===== config.mk =====
export PLATFORM = sky130hd
export DESIGN_NAME = led_fade_sequencer
export DESIGN_NICKNAME = d
export VERILOG_FILES = /design/src/rtl/led_fade_sequencer.sv
export SDC_FILE = /design/constraint.sdc
export NUM_CORES = 1
export LEC_CHECK = 0
export ABC_CLOCK_PERIOD_IN_PS = 5210
export CORE_MARGIN = 2
export CORE_UTILIZATION = 59
export DETAILED_ROUTE_END_ITERATION = 7
export PLACE_DENSITY = 0.81
export SYNTH_ARGS = -nofsm -noshare
export SYNTH_HDL_FRONTEND = slang
export SYNTH_SLANG_ARGS = --single-unit

===== constraint.sdc =====
create_clock -name clk_i -period 5.21 [get_ports clk_i]
set_clock_uncertainty 0.1 [all_clocks]
set_input_delay 1.3025 -clock clk_i [delete_from_list [all_inputs] [get_ports clk_i]]
set_output_delay 1.3025 -clock clk_i [all_outputs]
set_load 0.02 [all_outputs]

===== src/rtl/led_fade_sequencer.sv =====
// RGB LED colour sequencer: debounces the Pano button, steps a colour mode per press and
// fades the three PWM duty values toward the mode's colour one LSB per step.
module led_fade_sequencer #(
   parameter int unsigned DEBOUNCE_CYCLES = 250000,
   parameter int unsigned STEP_CYCLES     = 39062
) (
   input  logic       clk_i,
   input  logic       rst_i,
   input  logic       button_n_i,
   output logic [7:0] duty_red_o,
   output logic [7:0] duty_green_o,
   output logic [7:0] duty_blue_o,
   output logic [1:0] mode_o,
   output logic       fade_busy_o
);

   localparam int unsigned DbW = (DEBOUNCE_CYCLES > 1) ? $clog2(DEBOUNCE_CYCLES) : 1;
   localparam int unsigned StW = (STEP_CYCLES > 1) ? $clog2(STEP_CYCLES) : 1;
   localparam logic [DbW-1:0] DbMax = DbW'(DEBOUNCE_CYCLES - 1);
   localparam logic [StW-1:0] StMax = StW'(STEP_CYCLES - 1);

   typedef enum logic [0:0] {StIdle, StFade} state_e;

   // Input synchroniser and debouncer
   logic           sync1_q, sync2_q;
   logic           btn_s;
   logic           deb_q, deb_d;
   logic [DbW-1:0] db_cnt_q, db_cnt_d;
   logic           press_q;

   assign btn_s = sync2_q;

   always_ff @(posedge clk_i) begin
      if (rst_i) begin
         sync1_q <= 1'b1;
         sync2_q <= 1'b1;
      end else begin
         sync1_q <= button_n_i;
         sync2_q <= sync1_q;
      end
   end

   always_comb begin
      deb_d    = deb_q;
      db_cnt_d = '0;
      if (btn_s != deb_q) begin
         if (db_cnt_q == DbMax) begin
            deb_d = btn_s;
         end else begin
            db_cnt_d = db_cnt_q + DbW'(1);
         end
      end
   end

   // press_q pulses for one cycle after the debounced level falls; releases are ignored
   always_ff @(posedge clk_i) begin
      if (rst_i) begin
         deb_q    <= 1'b1;
         db_cnt_q <= '0;
         press_q  <= 1'b0;
      end else begin
         deb_q    <= deb_d;
         db_cnt_q <= db_cnt_d;
         press_q  <= deb_q & ~deb_d;
      end
   end

   // Fade engine
   state_e         state_q;
   logic [1:0]     mode_q;
   logic [7:0]     red_q, green_q, blue_q;
   logic [StW-1:0] step_cnt_q;
   logic           busy_q;
   logic [7:0]     tgt_r, tgt_g, tgt_b;
   logic           tick;
   logic           at_target;

   always_comb begin
      tgt_r = 8'd0;
      tgt_g = 8'd0;
      tgt_b = 8'd0;
      case (mode_q)
         2'd1: tgt_r = 8'd255;
         2'd2: tgt_g = 8'd255;
         2'd3: begin
            tgt_r = 8'd255;
            tgt_g = 8'd255;
            tgt_b = 8'd255;
         end
         default: ;
      endcase
   end

   function automatic logic [7:0] step_toward(input logic [7:0] cur, input logic [7:0] tgt);
      if (cur < tgt) begin
         return cur + 8'd1;
      end else if (cur > tgt) begin
         return cur - 8'd1;
      end
      return cur;
   endfunction

   assign tick      = (step_cnt_q == StMax);
   assign at_target = (red_q == tgt_r) && (green_q == tgt_g) && (blue_q == tgt_b);

   // A tick coinciding with a press steps toward the old target, since mode_q is still old.
   always_ff @(posedge clk_i) begin
      if (rst_i) begin
         state_q    <= StIdle;
         mode_q     <= 2'd0;
         red_q      <= 8'd0;
         green_q    <= 8'd0;
         blue_q     <= 8'd0;
         step_cnt_q <= '0;
         busy_q     <= 1'b0;
      end else begin
         case (state_q)
            StIdle: begin
               step_cnt_q <= '0;
               if (press_q) begin
                  mode_q  <= mode_q + 2'd1;
                  state_q <= StFade;
                  busy_q  <= 1'b1;
               end
            end
            StFade: begin
               step_cnt_q <= tick ? '0 : step_cnt_q + StW'(1);
               if (tick) begin
                  red_q   <= step_toward(red_q, tgt_r);
                  green_q <= step_toward(green_q, tgt_g);
                  blue_q  <= step_toward(blue_q, tgt_b);
               end
               if (press_q) begin
                  mode_q <= mode_q + 2'd1;
               end else if (at_target) begin
                  state_q    <= StIdle;
                  busy_q     <= 1'b0;
                  step_cnt_q <= '0;
               end
            end
            default: state_q <= StIdle;
         endcase
      end
   end

   assign duty_red_o   = red_q;
   assign duty_green_o = green_q;
   assign duty_blue_o  = blue_q;
   assign mode_o       = mode_q;
   assign fade_busy_o  = busy_q;

endmodule

==> impl_metrics.json <==
{
  "startpoint_type": "flip-flop",
  "antenna_cells": 0,
  "endpoint": "duty_green_o[7]",
  "clkLatencyLatePin_ns": 0.35,
  "cts_buffers": 9,
  "worstReg2RegStart": "mode_o[0]",
  "finalHoldViolCount": 0,
  "clk_path_buf_depth": 2,
  "syn_inst": 461,
  "crit_path_frequent_cell": "ha_1",
  "drt-pass1-iter-count": 4,
  "hold_ws_ns": 0.311,
  "dieArea_mm2": 0.00753,
  "required_ns": 5.38,
  "grt_max_degree": 19,
  "rows": 30,
  "hold_path.class": "flip-flop to flip-flop",
  "reg2reg_to": "duty_green_o[7]",
  "p_leak_uw": 0.00178,
  "ys_seq_area_share_pct": 32.7,
  "grt_pass1_vias": 3187,
  "viasPerCell": 5.82,
  "syn-cell-area_mm2": 0.00405,
  "grt_usage_pct": 23.5,
  "worst-path-max-fanout": 10,
  "worst_pin_slew_ns": 0.687,
  "finalNetCount": 543,
  "yosysWarnings": 0,
  "route.detailed.wl_per_inst_um": 14.3,
  "portBuffers": 29,
  "ir_drop_v": 0.000186,
  "clock_sinks": 66,
  "synth_edf_count": 0,
  "postCtsHoldBufs": 0,
  "cp_cell_sequence": "inv_1 -> ha_1 -> or2_2 -> inv_2 -> ha_1 -> or4b_1 -> o22ai_1 -> a21o_1 -> ha_1 -> a21oi_1 -> o2111ai_1 -> and2_1 -> a2111oi_0 -> a221oi_2 -> o311ai_1",
  "drive_above_1_share_pct": 6.99,
  "finalCriticalPeriod_ns": 4.44,
  "cts_tree": "done",
  "htree_levels": 3,
  "drc": 0,
  "area_delta_synth_final_pct": 15.1,
  "p_per_area_mw_per_mm2": 220,
  "rsz0062_at_grt": "no",
  "fin_setup_tns_ns": 0,
  "syn_nets": 508,
  "crit_start": "mode_o[0]",
  "final_common_cell": "nor2_1",
  "gr-total-overflow": 0,
  "core-area_mm2": 0.00672,
  "fill_cells": 538,
  "final_cell_mix": "nor2_1, dfxtp_1, ha_1",
  "synth-seq-cells": 66,
  "period_share_pct": 85.3,
  "ys.flop_type": "dfxtp_1",
  "worstPathArrival_ns": 4.61,
  "die_w_um": 86.8,
  "cp_slowest_cell": "a2111oi_0",
  "clock.fmax_mhz": 225,
  "gp_congestion": 0.949,
  "r2r_setup_slack_ns": 0.77,
  "multi_input_area_mm2": 0.00261,
  "ios": 30,
  "die_height_um": 86.8,
  "slew_headroom_pct": 54.1,
  "antenna_found_initial": 0,
  "synthArstFlopShare_pct": 0,
  "register_area_mm2": 0.00132,
  "cp_slowest_stage_delay_ns": 0.53,
  "route.antenna.remaining_nets": 0,
  "post_cts_buffers": 0,
  "status": "finished clean",
  "cap_viol_max_count": 0,
  "drt_iter0_markers": 161,
  "post_cts_resized": 0,
  "drv_slew": 0,
  "synth_area_per_cell_um2": 8.77,
  "vias": 3381,
  "final_core_util_pct": 69.3,
  "setup_viol": 0,
  "ys_types": 59,
  "worstRegToRegCells": 15,
  "start_util_pct": 60.2,
  "end_kind": "flip-flop",
  "grt_pass1_wl_mm": 14.1,
  "cts_root_buffer": "clkbuf_8",
  "crit_type": "flip-flop to flip-flop",
  "routed_wl_mm": 8.29,
  "hpwl_mm": 5.97,
  "clkTransAtPathRegs_ns": 0.08
}
-- worst max-delay path: cells and delay by family (launching register included) --
| kind | cells | cell delay (ns) |
|---|---|---|
| simple gates | 3 | 0.95 |
| compound gates | 7 | 1.82 |
| buf+inv | 2 | 0.28 |
| flops | 1 | 0.45 |
| fa+ha+maj | 3 | 0.77 |
-- how the worst min path moves through the flow --
stage,start,to,cells after the start
2_1_floorplan,sync1_q,btn_s,1
3_3_place_gp,sync1_q,btn_s,1
3_5_place_dp,sync1_q,btn_s,1
4_1_cts,sync1_q,btn_s,1
5_1_grt,sync1_q,btn_s,1
6_report,sync1_q,btn_s,1
-- cell usage after synthesis (3+ instances only) --
cell | count | area share, %
mux2i_1 | 17 | 4.2
nor3_1 | 8 | 0.99
o21bai_1 | 4 | 0.74
a21oi_1 | 19 | 2.4
dfxtp_1 | 66 | 33
or2_2 | 5 | 0.77
inv_1 | 24 | 2.2
and4_1 | 6 | 1.3
o211ai_1 | 6 | 1.1
nand2_1 | 28 | 2.6
nand4_1 | 5 | 0.77
nand3_1 | 27 | 3.3
or3_1 | 3 | 0.46
xnor2_1 | 27 | 5.8
clkbuf_1 | 4 | 0.37
nor2b_1 | 4 | 0.62
and3_1 | 6 | 0.93
nor2_1 | 74 | 6.9
xor2_1 | 21 | 4.5
a21o_1 | 5 | 0.93
o21ai_0 | 8 | 0.99
nor4_1 | 3 | 0.46
ha_1 | 41 | 13
fa_1 | 3 | 1.5
-- stage by stage --
step / cell area, µm² / power (µW) / setup WS [ns] / std cells
2_1_floorplan: 4050 / 523 / 1.26 / 461
3_3_place_gp: 4420 / 527 / 1.21 / 565
3_5_place_dp: 4420 / 528 / 0.935 / 565
4_1_cts: 4660 / 1040 / 0.877 / 581
5_1_grt: 4660 / 1060 / 0.556 / 581
6_report: 4660 / 1030 / 0.767 / 581
-- power breakdown --
part | internal, µW | switching, µW | total [µW]
logic | 3.00 | 7.52 | 10.5
registers | 505 | 0.479 | 505
clock network | 298 | 212 | 510
-- area by class of cell --
cell class	count	share of cell area (%)
multi-input cells	364	56.0
inverters	25	2.02
flip-flops and latches	66	28.4
well taps	80	2.15
clock buffers	11	3.25
clock inverters	5	1.83
repair buffers	30	6.40
-- logic make-up after synthesis --
group	Yosys count	synth area share, %
simple gates	188	23.3
flops	66	32.7
fa+ha+maj	44	14.2
mux	17	4.21
compound gates	67	12.3
buf+inv	31	2.91
xor+xnor	48	10.4
-- layer usage --
metal	track usage (%)	vias to the layer above	share of wire, %
met5	0	-	0
met4	9.80	0	1.3
met3	5.14	10	4.0
met2	40.0	57	49
met1	28.5	1609	46
li1	-	1705	-
-- state kept, by name, summed over array words and instances, names as in the netlist --
name,count
mode_o,2
step_cnt_q,16
duty_green_o,8
deb_q,1
fade_busy_o,1
btn_s,1
sync1_q,1
state_q,1
duty_blue_o,8
db_cnt_q,18
duty_red_o,8
press_q,1
Note: power is estimated with default switching activity, not from simulation.
